**src/rtl/alu_issue_ctrl.sv**
```systemverilog
// Issue sequencer for the single-cycle core_alu: instruction FIFO, operand read/forwarding,
// write-back formatting and branch redirect with wrong-path squash.
module alu_issue_ctrl #(
  parameter int unsigned DEPTH = 4
) (
  input  logic        clk,
  input  logic        reset,
  input  logic        in_valid,
  output logic        in_ready,
  input  logic [31:0] in_insn,
  input  logic [63:0] in_pc,
  input  logic        halt,
  output logic [4:0]  rf_rs1_addr,
  output logic [4:0]  rf_rs2_addr,
  input  logic [63:0] rf_rs1_data,
  input  logic [63:0] rf_rs2_data,
  output logic [31:0] alu_insn,
  output logic [63:0] alu_pc,
  output logic [63:0] alu_src1,
  output logic [63:0] alu_src2,
  input  logic        alu_dest_enable,
  input  logic        alu_dest_long,
  input  logic [63:0] alu_dest,
  input  logic        alu_br_en,
  input  logic [63:0] alu_br_target,
  output logic        wb_valid,
  output logic [4:0]  wb_rd,
  output logic [63:0] wb_data,
  output logic        redirect_valid,
  output logic [63:0] redirect_pc,
  output logic        busy,
  output logic [31:0] retired_count
);

  localparam int unsigned AW = $clog2(DEPTH);
  localparam logic [AW:0] PTR_ONE = 1;

  typedef enum logic [6:0] {
    OP_BRANCH = 7'b1100011,
    OP_JALR   = 7'b1100111,
    OP_JAL    = 7'b1101111
  } ctrl_op_e;

  logic [31:0] insn_mem [DEPTH];
  logic [63:0] pc_mem   [DEPTH];
  logic [AW:0] wr_ptr, rd_ptr;
  logic        empty, full, push, issue;
  logic [31:0] head_insn;
  logic [63:0] head_pc;

  logic        inflight_v;
  logic [4:0]  inflight_rd;
  logic [6:0]  inflight_op;
  logic        fwd1, fwd2, ctrl_op;

  // Extra pointer MSB distinguishes full from empty when the index bits match.
  assign empty     = (wr_ptr == rd_ptr);
  assign full      = (wr_ptr[AW] != rd_ptr[AW]) && (wr_ptr[AW-1:0] == rd_ptr[AW-1:0]);
  assign head_insn = insn_mem[rd_ptr[AW-1:0]];
  assign head_pc   = pc_mem[rd_ptr[AW-1:0]];

  assign in_ready = !full && !redirect_valid;
  assign push     = in_valid && in_ready;
  assign issue    = !empty && !halt && !redirect_valid;

  always_ff @(posedge clk or posedge reset) begin
    if (reset) begin
      wr_ptr   <= '0;
      rd_ptr   <= '0;
      insn_mem <= '{default: '0};
      pc_mem   <= '{default: '0};
    end else if (redirect_valid) begin
      wr_ptr <= '0;
      rd_ptr <= '0;
    end else begin
      if (push) begin
        insn_mem[wr_ptr[AW-1:0]] <= in_insn;
        pc_mem[wr_ptr[AW-1:0]]   <= in_pc;
        wr_ptr                   <= wr_ptr + PTR_ONE;
      end
      if (issue) rd_ptr <= rd_ptr + PTR_ONE;
    end
  end

  always_ff @(posedge clk or posedge reset) begin
    if (reset) begin
      inflight_v    <= 1'b0;
      inflight_rd   <= '0;
      inflight_op   <= '0;
      retired_count <= '0;
    end else begin
      inflight_v <= issue;
      if (issue) begin
        inflight_rd <= head_insn[11:7];
        inflight_op <= head_insn[6:0];
      end
      if (inflight_v) retired_count <= retired_count + 32'd1;
    end
  end

  assign rf_rs1_addr = head_insn[19:15];
  assign rf_rs2_addr = head_insn[24:20];

  always_comb begin
    alu_insn = '0;
    alu_pc   = '0;
    if (issue) begin
      alu_insn = head_insn;
      alu_pc   = head_pc;
    end
  end

  assign wb_valid = inflight_v && alu_dest_enable && (inflight_rd != 5'd0);
  assign wb_rd    = inflight_rd;
  assign wb_data  = alu_dest_long ? alu_dest : {{32{alu_dest[31]}}, alu_dest[31:0]};

  // Forward the result being written this cycle, since the register file updates only at the edge.
  assign fwd1     = wb_valid && (wb_rd == rf_rs1_addr) && (rf_rs1_addr != 5'd0);
  assign fwd2     = wb_valid && (wb_rd == rf_rs2_addr) && (rf_rs2_addr != 5'd0);
  assign alu_src1 = fwd1 ? wb_data : rf_rs1_data;
  assign alu_src2 = fwd2 ? wb_data : rf_rs2_data;

  assign ctrl_op = (inflight_op == OP_JAL) || (inflight_op == OP_JALR) || (inflight_op == OP_BRANCH);
  assign redirect_valid = inflight_v && alu_br_en && ctrl_op;
  assign redirect_pc    = alu_br_target;

  assign busy = !empty || inflight_v;

endmodule

```
**config.mk**
```make
export PLATFORM = sky130hd
export DESIGN_NAME = alu_issue_ctrl
export DESIGN_NICKNAME = d
export VERILOG_FILES = /design/src/rtl/alu_issue_ctrl.sv
export SDC_FILE = /design/constraint.sdc
export NUM_CORES = 1
export LEC_CHECK = 0
export CORE_AREA = 10 10 286 288
export DETAILED_ROUTE_END_ITERATION = 12
export DIE_AREA = 0 0 296 298
export GPL_TIMING_DRIVEN = 0
export SKIP_LAST_GASP = 1
export SLEW_MARGIN = 20
export SYNTH_ARGS = -nofsm -noshare
export SYNTH_HDL_FRONTEND = slang
export SYNTH_SLANG_ARGS = --single-unit
```
**constraint.sdc**
```tcl
create_clock -name clk -period 34.1 [get_ports clk]
set_input_delay 5.115 -clock clk [delete_from_list [all_inputs] [get_ports clk]]
set_output_delay 5.115 -clock clk [all_outputs]
set_load 0.05 [all_outputs]
```
Word level (Yosys, flattened, before mapping)
Cells that the tools add are included.
Storage, ports and cells
  flip-flop bits (word level): 435
  bits in latches: 0
  memory bits (writable): 0
  bits in read-only memories: 0
  input port bits: 359
  output and inout port bits: 403
  logic and storage cells: 79
  memories: 0
Operators by class
  add/subtract/negate cells: 3
  $mul: 0
  divide/modulo/power cells: 0
  order comparisons: 3
  equality and inequality tests: 8
  shift-type cells: 0
  multiplexer cells: 21
  bitwise logic cells: 3
  reduce and logical (&&, ||, !) cells: 27
Operators by type and width (count)
  2-to-1 mux 64 bit: 7
  bitwise mux 256 bit: 1
  binary-select mux 64 bit (select 2 bit): 1
  bitwise mux 128 bit: 1
  demux 64 bit (select 2 bit): 1
  2-to-1 mux 32 bit: 4
  binary-select mux 32 bit (select 2 bit): 1
  demux 32 bit (select 2 bit): 1
  adder 32 x 1 -> 32 bit (second input constant): 1
  == test 7 bit (second input constant): 3
  nonzero test 5 bit: 3
  logical AND 1 bit: 14
  2-to-1 mux 3 bit: 4
  == test 5 bit: 2
  adder 3 x 1 -> 3 bit (second input constant): 2
  greater-or-equal comparator 3 bit (second input constant): 2
  inverter 2 -> 3 bit: 2
  zero test 1 bit: 4
  nonzero test 2 bit: 2
  == test 3 bit: 1
  logical OR 1 bit: 3
  < comparator 3 x 1 -> 1 bit (second input constant): 1
  == test 2 bit: 1
  AND reduction 2 bit: 1
  other kinds (2): 2

Logic depth before layout (Yosys ltp)
Gate-level depths: netlist (run 1).
  depth after elaboration: 9
  gate-level depth with buffers: 9
  depth with buffers taken out: 6

Least setup slack after synthesis (run 1)
OpenSTA, ideal clock, no wires.
  path type: input to output
  start point: input port alu_br_en
  end point: output port in_ready
  arrival: 7.218 ns
  data required time: 28.985 ns
  setup slack: 21.767 ns
  cell stages on the path: 6
  buffers on the path: 2
  cells stage by stage: nand4b_1 -> a211o_1 -> clkbuf_1 -> clkbuf_1 -> clkinv_1 -> a31oi_1
Between the ends
  longest elaborated chain between the ends: 4
Ends and longest elaborated chain
  start: declaration: RTL line 24  | input logic alu_br_en,
  logical AND 1 bit (2 in series): RTL line 124  | assign redirect_valid = inflight_v && alu_br_en && ctrl_op;
  net redirect_valid: RTL line 29  | output logic redirect_valid,
  zero test 1 bit: RTL line 62  | assign in_ready = !full && !redirect_valid;
  logical AND 1 bit: RTL line 62
  end: declaration: RTL line 9  | output logic in_ready,
The timed path passes the listed nets, and every way through them passes these cells.

Worst setup path after layout (run 1)
  start point: input port alu_br_en
  end point: output port alu_insn[18]
Between the ends
  longest elaborated chain between the ends: 5
Ends and longest elaborated chain
  logical AND 1 bit (2 in series): RTL line 124
  zero test 1 bit: RTL line 64  | assign issue = !empty && !halt && !redirect_valid;
  logical AND 1 bit: RTL line 64
  2-to-1 mux 32 bit: RTL line 107  | if (issue) begin
  end: declaration: RTL line 17  | output logic [31:0] alu_insn,
No other way between the ends.

==> impl_results.html, run 1 <==
<table>
<tr><th>Metric</th><th>Value</th></tr>
<tr><th colspan="2">Global route</th></tr>
<tr><td>Aggregate global routing overflow</td><td>0</td></tr>
<tr><td>Antenna violations before repair</td><td>81</td></tr>
<tr><td>Via count of the first global-routing pass</td><td>17.9k</td></tr>
<tr><td>Global-route wire length before repair</td><td>154 mm</td></tr>
<tr><td>Global-route usage over all layers</td><td>0.254</td></tr>
<tr><td>Largest net degree at the start of global routing</td><td>109</td></tr>
<tr><th colspan="2">Placement</th></tr>
<tr><td>Final HPWL from detailed placement</td><td>97.6 mm</td></tr>
<tr><td>Worst slack at placement</td><td>19.73 ns</td></tr>
<tr><td>Placement-stage cell area</td><td>30400 sq um</td></tr>
<tr><td>Number of I/O port buffers</td><td>696</td></tr>
<tr><td>Final RePlAce weighted congestion</td><td>0.921</td></tr>
<tr><th colspan="2">Drt</th></tr>
<tr><td>Via density per instance</td><td>4.91</td></tr>
<tr><td>First-pass DRT Iterations</td><td>4</td></tr>
<tr><td>Antenna Violating Nets Remaining</td><td>0</td></tr>
<tr><td>Count of unresolved DRC violations after routing</td><td>0</td></tr>
<tr><td>Via count of the routed design</td><td>16.5k</td></tr>
<tr><td>Initial drt markers</td><td>840</td></tr>
<tr><td>Average detailed-routed wire length per instance</td><td>34.6 microns</td></tr>
<tr><td>Detailed Route WL</td><td>116 mm</td></tr>
<tr><th colspan="2">Timing</th></tr>
<tr><td>Worst Max-Slew Pin Slew</td><td>1.08 ns</td></tr>
<tr><td>Relative slew slack</td><td>0.283</td></tr>
<tr><td>Count of endpoints failing setup in the final report</td><td>0</td></tr>
<tr><td>Unrepaired setup endpoints after global routing</td><td>false</td></tr>
<tr><td>Post-route clock period utilization</td><td>0.418</td></tr>
<tr><td>Clk_skew</td><td>0.0227 ns</td></tr>
<tr><td>Final max-slew violation count</td><td>0</td></tr>
<tr><td>Number of endpoints with negative hold slack in the final report</td><td>0</td></tr>
<tr><td>Final worst slack</td><td>19.85 ns</td></tr>
<tr><td>Min Clock Period, post-route</td><td>14.25 ns</td></tr>
<tr><td>Top achievable clock speed</td><td>70.2 MHz</td></tr>
<tr><td>Final sum of negative setup slack</td><td>0 ns</td></tr>
<tr><th colspan="2">Clock tree</th></tr>
<tr><td>Clock slew at reported path FFs</td><td>0.06 ns</td></tr>
<tr><td>CTS tree</td><td>built</td></tr>
<tr><td>CTS Sinks</td><td>435</td></tr>
<tr><td>Clock Root Buffer</td><td>clkbuf_16</td></tr>
<tr><td>Insertion delay to the later sink of the worst-skew pair</td><td>0.59 ns</td></tr>
<tr><td>Post-CTS Setup Repair Bufs</td><td>0</td></tr>
<tr><td>Resized cells post-CTS</td><td>0</td></tr>
<tr><td>Max Buffers Root-to-Sink</td><td>3</td></tr>
<tr><td>Total number of H-tree levels</td><td>2</td></tr>
<tr><td>Post-CTS Hold Buffers</td><td>0</td></tr>
<tr><td>Number of buffers inserted during clock tree synthesis</td><td>48</td></tr>
<tr><th colspan="2">Logic synthesis</th></tr>
<tr><td>Largest area contributor in the netlist</td><td>dfrtp_1</td></tr>
<tr><td>Sequential share of the synthesized area</td><td>0.494</td></tr>
<tr><td>Number of warnings reported in the yosys synthesis log</td><td>0</td></tr>
<tr><td>Syn nets</td><td>1940</td></tr>
<tr><td>Share of Yosys cell area claimed by the top area cell type</td><td>0.494</td></tr>
<tr><td>Number of flops mapped to enable cells by yosys</td><td>0</td></tr>
<tr><td>Leading cell types by total area after synthesis</td><td>dfrtp_1 (49%), mux2_2 (26%), mux4_2 (9.8%)</td></tr>
<tr><td>Async S/R FF share, synth</td><td>1.00</td></tr>
<tr><td>Number of distinct library cells after synthesis</td><td>35</td></tr>
<tr><td>Most frequently used cell type in the post-synthesis netlist</td><td>mux2_2</td></tr>
<tr><td>Average cell area after synthesis</td><td>14.0 sq um</td></tr>
<tr><td>Prevailing post-synth register cell</td><td>dfrtp_1</td></tr>
<tr><td>Post-synthesis instance total</td><td>1575</td></tr>
<tr><td>Number of synthesized register bits</td><td>435</td></tr>
<tr><td>Top cells by instance count after synthesis</td><td>mux2_2 (503), dfrtp_1 (435), buf_4 (106)</td></tr>
<tr><td>Cell area after synthesis</td><td>22100 sq um</td></tr>
<tr><th colspan="2">Cells and area</th></tr>
<tr><td>Fraction of layout instances using a drive strength above 1</td><td>0.351</td></tr>
<tr><td>Final non-filler cell area</td><td>32100 sq um</td></tr>
<tr><td>Post-synthesis to final-layout area growth</td><td>45.6%</td></tr>
<tr><td>Post-layout net count</td><td>2691</td></tr>
<tr><td>Final core utilization</td><td>0.424</td></tr>
<tr><th colspan="2">Critical path</th></tr>
<tr><td>Critical path startpoint category</td><td>input pin</td></tr>
<tr><td>Type of destination of the critical path</td><td>output port</td></tr>
<tr><td>Largest stage delay on the critical path</td><td>0.86 ns</td></tr>
<tr><td>CP dominant cell by count</td><td>clkbuf_1</td></tr>
<tr><td>WP data required</td><td>28.98 ns</td></tr>
<tr><td>Cell type of the slowest stage on the worst timing path</td><td>clkdlybuf4s50_1</td></tr>
<tr><td>Number of buffers and inverters on the critical path</td><td>5</td></tr>
<tr><td>Worst Setup SP</td><td>alu_br_en</td></tr>
<tr><td>Cell family with most CP delay</td><td>buffers and inverters</td></tr>
<tr><td>Critical path cell sequence</td><td>clkdlybuf4s50_1, nand4b_1, a211o_1, clkbuf_1, clkbuf_1, clkbuf_1, and3_1, clkdlybuf4s50_1</td></tr>
<tr><td>Type of the setup path with the least slack</td><td>input pin to output port</td></tr>
<tr><td>Worst Path Arrival</td><td>9.14 ns</td></tr>
<tr><td>Largest fanout on the critical path</td><td>10</td></tr>
<tr><td>Reg-to-Reg Start</td><td>inflight_v$_DFF_PP0_</td></tr>
<tr><th colspan="2">Power</th></tr>
<tr><td>Leak pwr</td><td>13.4 nW</td></tr>
<tr><td>Final Total Pwr</td><td>3.18 mW</td></tr>
<tr><td>Largest vdd supply drop</td><td>0.0669 mV</td></tr>
<tr><td>Pwr dens</td><td>99.0 nW/um^2</td></tr>
<tr><th colspan="2">Floorplan</th></tr>
<tr><td>Die Span X</td><td>296 microns</td></tr>
<tr><td>Die span in y</td><td>298 microns</td></tr>
<tr><td>Total die area</td><td>88200 sq um</td></tr>
<tr><td>Boundary Pins</td><td>762</td></tr>
<tr><td>Initial standard-cell utilization of the core</td><td>0.291</td></tr>
<tr><td>Total core area</td><td>75700 sq um</td></tr>
<tr><td>Total number of placement rows</td><td>101</td></tr>
<tr><th colspan="2">Run</th></tr>
<tr><td>Number of violations of the max-capacitance limit</td><td>0</td></tr>
<tr><th colspan="2">Min path</th></tr>
<tr><td>Worst min path class</td><td>flip-flop to flip-flop</td></tr>
<tr><td>HP Start</td><td>inflight_op[0]$_DFFE_PP0P_</td></tr>
<tr><th colspan="2">Outcome</th></tr>
<tr><td>Result of the run</td><td>complete, no violations</td></tr>
</table>
stage by stage:
step                hold slack [ns]  std cells
floorplan                     0.441       1575
global placement              0.455       3249
detailed placement            0.462       3254
CTS                           0.479       3342
global route                  0.494       3359
finish                        0.479       3365
final cells by class:
type	instances	area, sq um
clock buffers	70	1430
clock inverters	18	234
fillers	7052	43600
diodes	23	57.6
plain buffers	213	1290
well taps	978	1220
multi-input cells	917	9840
inverters	10	45.0
flip-flops and latches	435	10900
repair buffers	701	7090
worst register-to-register path, cell delays in order (launching register included):
cell and delay, ns:
dfrtp_1 0.32, clkbuf_1 0.50, nand3_1 0.16, a211o_1 0.25, clkbuf_1 0.40, and2_0 0.33, nand2_1 0.33, buf_1 0.77
buf_2 0.46, mux2_2 0.39
layout by cell type (no fill, tap or decap), drive strengths merged:
master	netlist	routed
clkdlybuf4s50	0	696
mux2	513	513
dfrtp	435	435
buf	167	172
clkbuf	46	116
and3	99	99
mux4	96	96
nand2	84	84
xnor2	36	36
diode	0	23
nor2	14	14
nand3	13	13
a21o	12	12
xor2	11	11
inv	9	11
nand4	10	10
clkinv	1	10
ha	6	6
and4	4	4
bufinv	0	4
a31oi	3	3
clkinvlp	0	3
nand4b	2	2
o41ai	2	2
a2111oi	2	2
a211o	1	1
and2	1	1
nand2b	1	1
or4	1	1
o211ai	1	1
nor4	1	1
nor2b	1	1
nor3	1	1
mux2i	1	1
a21oi	1	1
final timing paths:
path,cells past startpoint,slack [ns],end
setup / recovery,8,19.85,alu_insn[18]
hold / removal,1,0.48,inflight_op[0]$_DFFE_PP0P_
setup reg to reg,9,30.06,pc_mem[202]$_DFFE_PP0P_
hold reg to reg,1,0.48,inflight_op[0]$_DFFE_PP0P_
max in group asynchronous,5,27.37,pc_mem[252]$_DFFE_PP0P_
min in group asynchronous,2,4.93,retired_count[2]$_DFFE_PP0P_
routing by layer:
layer  GRT usage  vias to the layer above  wire length, microns
li1            -                     7151                     -
met2       0.377                      646                 50500
met3       0.206                      200                 20700
met1       0.264                     8480                 41100
met4      0.0881                       54                  3850
met5           0                        -                   344
logic make-up after synthesis:
logic type,Yosys count,share of synthesized area
xor+xnor,47,0.0187
flops,435,0.494
buf+inv,223,0.0601
fa+ha+maj,6,0.00340
compound gates,22,0.00919
simple gates,232,0.0546
mux,610,0.360
registers in the layout, indices dropped and copies added, names as in the netlist:
name	flops
rd_ptr	3
pc_mem	256
wr_ptr	3
retired_count	32
inflight_v	1
wb_rd	5
insn_mem	128
inflight_op	7
report_power, final:
group / switching [mW] / total (mW) / internal, mW
logic: 0.977 / 1.74 / 0.761
clock network: 0.220 / 0.543 / 0.323
registers: 0.130 / 0.898 / 0.768
Power figures use the tool's default switching activity.
==> inputs of run 2 (changes only) <==
--- a/config.mk
+++ b/config.mk
@@ -5,9 +5,9 @@
 export SDC_FILE = /design/constraint.sdc
 export NUM_CORES = 1
 export LEC_CHECK = 0
-export CORE_AREA = 10 10 286 288
+export CORE_AREA = 10 10 289 291
 export DETAILED_ROUTE_END_ITERATION = 12
-export DIE_AREA = 0 0 296 298
+export DIE_AREA = 0 0 299 301
 export GPL_TIMING_DRIVEN = 0
 export SKIP_LAST_GASP = 1
 export SLEW_MARGIN = 20
==> constraint.sdc (replaced) <==
create_clock -name clk -period 14.1 [get_ports clk]
set_input_delay 2.115 -clock clk [delete_from_list [all_inputs] [get_ports clk]]
set_output_delay 2.115 -clock clk [all_outputs]
set_load 0.05 [all_outputs]
==> impl_results.html, run 2 (synthesis gave the netlist of run 1 again) <==
<table>
<tr><th>Metric</th><th>Value</th></tr>
<tr><th colspan="2">Placement</th></tr>
<tr><td>Number of I/O port buffers</td><td>696</td></tr>
<tr><td>Final RePlAce weighted congestion</td><td>0.962</td></tr>
<tr><td>Worst slack at placement</td><td>5.81 ns</td></tr>
<tr><td>Count of placed standard cells including taps</td><td>3326</td></tr>
<tr><td>Final HPWL from detailed placement</td><td>93.9 mm</td></tr>
<tr><th colspan="2">Timing</th></tr>
<tr><td>Relative slew slack</td><td>0.294</td></tr>
<tr><td>Post-route clock period utilization</td><td>0.578</td></tr>
<tr><td>Top achievable clock speed</td><td>123 MHz</td></tr>
<tr><td>Count of endpoints failing setup in the final report</td><td>0</td></tr>
<tr><td>Unrepaired setup endpoints after global routing</td><td>false</td></tr>
<tr><td>Final worst slack</td><td>5.94 ns</td></tr>
<tr><td>Final max-slew violation count</td><td>0</td></tr>
<tr><td>Worst Max-Slew Pin Slew</td><td>1.06 ns</td></tr>
<tr><td>Final sum of negative setup slack</td><td>0 ns</td></tr>
<tr><td>Worst hold margin</td><td>0.485 ns</td></tr>
<tr><td>Number of endpoints with negative hold slack in the final report</td><td>0</td></tr>
<tr><td>Min Clock Period, post-route</td><td>8.16 ns</td></tr>
<tr><td>Clk_skew</td><td>0.0206 ns</td></tr>
<tr><th colspan="2">Floorplan</th></tr>
<tr><td>Total die area</td><td>90000 sq um</td></tr>
<tr><td>Initial standard-cell utilization of the core</td><td>0.285</td></tr>
<tr><td>Die span in y</td><td>301 microns</td></tr>
<tr><td>Total number of placement rows</td><td>102</td></tr>
<tr><td>Total core area</td><td>77300 sq um</td></tr>
<tr><td>Die Span X</td><td>299 microns</td></tr>
<tr><td>Boundary Pins</td><td>762</td></tr>
<tr><th colspan="2">Critical path</th></tr>
<tr><td>Type of destination of the critical path</td><td>output port</td></tr>
<tr><td>Cell family with most CP delay</td><td>buffers and inverters</td></tr>
<tr><td>Reg-to-Reg Start</td><td>inflight_v$_DFF_PP0_</td></tr>
<tr><td>Reg2reg path depth</td><td>9</td></tr>
<tr><td>CP dominant cell by count</td><td>clkbuf_1</td></tr>
<tr><td>Largest stage delay on the critical path</td><td>0.89 ns</td></tr>
<tr><td>Critical path cell sequence</td><td>clkdlybuf4s50_1, nand4b_1, a211o_1, clkbuf_1, clkbuf_1, clkbuf_1, and3_1, clkdlybuf4s50_1</td></tr>
<tr><td>WP data required</td><td>11.98 ns</td></tr>
<tr><td>Critical path startpoint category</td><td>input pin</td></tr>
<tr><td>Number of buffers and inverters on the critical path</td><td>5</td></tr>
<tr><td>Cell type of the slowest stage on the worst timing path</td><td>clkdlybuf4s50_1</td></tr>
<tr><td>Type of the setup path with the least slack</td><td>input pin to output port</td></tr>
<tr><td>Capturing point of the worst reg2reg path</td><td>pc_mem[231]$_DFFE_PP0P_</td></tr>
<tr><td>Worst Path Arrival</td><td>6.04 ns</td></tr>
<tr><td>Reg2reg setup slack</td><td>9.94 ns</td></tr>
<tr><td>Largest fanout on the critical path</td><td>10</td></tr>
<tr><th colspan="2">Cells and area</th></tr>
<tr><td>Post-layout net count</td><td>2701</td></tr>
<tr><td>Number of flip-flops under the largest register name</td><td>256</td></tr>
<tr><td>Most common cell after layout, fill and taps aside</td><td>clkdlybuf4s50_1</td></tr>
<tr><td>Leading registers by flop count</td><td>pc_mem x256, insn_mem x128, retired_count x32</td></tr>
<tr><td>Largest Register</td><td>pc_mem</td></tr>
<tr><td>Non-Filler Instances</td><td>3433</td></tr>
<tr><td>Final core utilization</td><td>0.417</td></tr>
<tr><td>Commonest cells after routing, fill and taps aside</td><td>clkdlybuf4s50_1 (696), mux2_2 (503), dfrtp_1 (435), buf_4 (108), and3_1 (99)</td></tr>
<tr><td>Fraction of layout instances using a drive strength above 1</td><td>0.353</td></tr>
<tr><td>Post-synthesis to final-layout area growth</td><td>46.3%</td></tr>
<tr><th colspan="2">Power</th></tr>
<tr><td>Largest vdd supply drop</td><td>0.162 mV</td></tr>
<tr><td>Comb pwr share</td><td>0.549</td></tr>
<tr><td>Share of power burned in registers</td><td>0.284</td></tr>
<tr><td>Share of total power in the clock network</td><td>0.167</td></tr>
<tr><td>Cell-internal power</td><td>4.45 mW</td></tr>
<tr><td>Net Sw Frac</td><td>0.418</td></tr>
<tr><td>Switching component of the power</td><td>3.20 mW</td></tr>
<tr><td>Leak pwr</td><td>13.5 nW</td></tr>
<tr><td>Pwr dens</td><td>237 nW/um^2</td></tr>
<tr><th colspan="2">Min path</th></tr>
<tr><td>Cell count of the worst hold path</td><td>1</td></tr>
<tr><td>Hold EP</td><td>inflight_op[0]$_DFFE_PP0P_</td></tr>
<tr><td>HP Start</td><td>inflight_op[0]$_DFFE_PP0P_</td></tr>
<tr><td>Worst min path class</td><td>flip-flop to flip-flop</td></tr>
<tr><th colspan="2">Clock tree</th></tr>
<tr><td>Clock slew at reported path FFs</td><td>0.06 ns</td></tr>
<tr><td>CTS tree</td><td>built</td></tr>
<tr><td>Max Buffers Root-to-Sink</td><td>3</td></tr>
<tr><td>Clock Root Buffer</td><td>clkbuf_16</td></tr>
<tr><td>Number of buffers inserted during clock tree synthesis</td><td>48</td></tr>
<tr><td>CTS Sinks</td><td>435</td></tr>
<tr><td>Resized cells post-CTS</td><td>0</td></tr>
<tr><td>Total number of H-tree levels</td><td>2</td></tr>
<tr><td>Insertion delay to the later sink of the worst-skew pair</td><td>0.60 ns</td></tr>
<tr><td>Post-CTS Hold Buffers</td><td>0</td></tr>
<tr><td>Post-CTS Setup Repair Bufs</td><td>0</td></tr>
<tr><th colspan="2">Global route</th></tr>
<tr><td>Global-route usage over all layers</td><td>0.239</td></tr>
<tr><td>Global-route wire length before repair</td><td>151 mm</td></tr>
<tr><td>Aggregate global routing overflow</td><td>0</td></tr>
<tr><td>Antenna violations before repair</td><td>46</td></tr>
<tr><td>Via count of the first global-routing pass</td><td>18.1k</td></tr>
<tr><td>Largest net degree at the start of global routing</td><td>37</td></tr>
<tr><th colspan="2">Drt</th></tr>
<tr><td>Initial drt markers</td><td>767</td></tr>
<tr><td>Via count of the routed design</td><td>16.5k</td></tr>
<tr><td>Count of unresolved DRC violations after routing</td><td>0</td></tr>
<tr><td>First-pass DRT Iterations</td><td>5</td></tr>
<tr><td>Via density per instance</td><td>4.82</td></tr>
<tr><td>Average detailed-routed wire length per instance</td><td>32.5 microns</td></tr>
<tr><td>Detailed Route WL</td><td>112 mm</td></tr>
<tr><td>Antenna Violating Nets Remaining</td><td>0</td></tr>
<tr><th colspan="2">Run</th></tr>
<tr><td>Number of violations of the max-capacitance limit</td><td>0</td></tr>
<tr><th colspan="2">Outcome</th></tr>
<tr><td>Result of the run</td><td>complete, no violations</td></tr>
</table>
-- run 2: cell count changes in the layout (fill, tap and decap cells not counted), sizes merged --
cell | before | now
diode | 23 | 19
buf | 172 | 182
clkinvlp | 3 | 2
inv | 11 | 9
bufinv | 4 | 2
clkinv | 10 | 14
clkbuf | 116 | 117
-- run 2: worst max path at each step --
stage	startpoint	end	cells past startpoint	slack, ns
6_report	alu_br_en	alu_insn[12]	8	5.94
2_1_floorplan	reset	inflight_op[0]$_DFFE_PP0P_	1	6.11
3_3_place_gp	reset	pc_mem[108]$_DFFE_PP0P_	2	3.58
4_1_cts	alu_br_en	alu_insn[12]	8	5.79
5_1_grt	alu_br_en	alu_insn[12]	8	5.83
3_5_place_dp	alu_br_en	alu_insn[13]	8	5.81
-- run 2: cell type report --
cell class,count,area (sq um)
clock buffers,71,1440
flip-flops and latches,435,10900
multi-input cells,917,9840
repair buffers,711,7240
well taps,1040,1300
plain buffers,213,1290
clock inverters,17,181
inverters,10,41.3
fillers,7246,45100
diodes,19,47.5
-- run 2: power groups by stage --
stage	sequential, mW	clock [mW]	combinational, mW
5_1_grt	2.24	1.36	4.42
3_5_place_dp	2.19	0	4.25
4_1_cts	2.17	1.31	4.26
6_report	2.17	1.28	4.20
2_1_floorplan	2.13	0	2.82
3_3_place_gp	2.13	0	4.19
-- run 2: per-layer routing --
layer | GRT usage | vias to the layer above | share of wire | wire (microns)
li1 | - | 7174 | - | -
met1 | 0.267 | 8615 | 0.38 | 42000
met2 | 0.360 | 602 | 0.45 | 49700
met3 | 0.171 | 130 | 0.16 | 17400
met4 | 0.0581 | 26 | 0.018 | 2040
met5 | 0.0114 | - | 0.0028 | 311
-- run 2: through the flow --
step	instance area, sq um	total power [mW]
5_1_grt	32300	8.01
2_1_floorplan	22100	4.95
3_3_place_gp	30300	6.32
4_1_cts	32200	7.73
6_report	32300	7.65
3_5_place_dp	30600	6.44
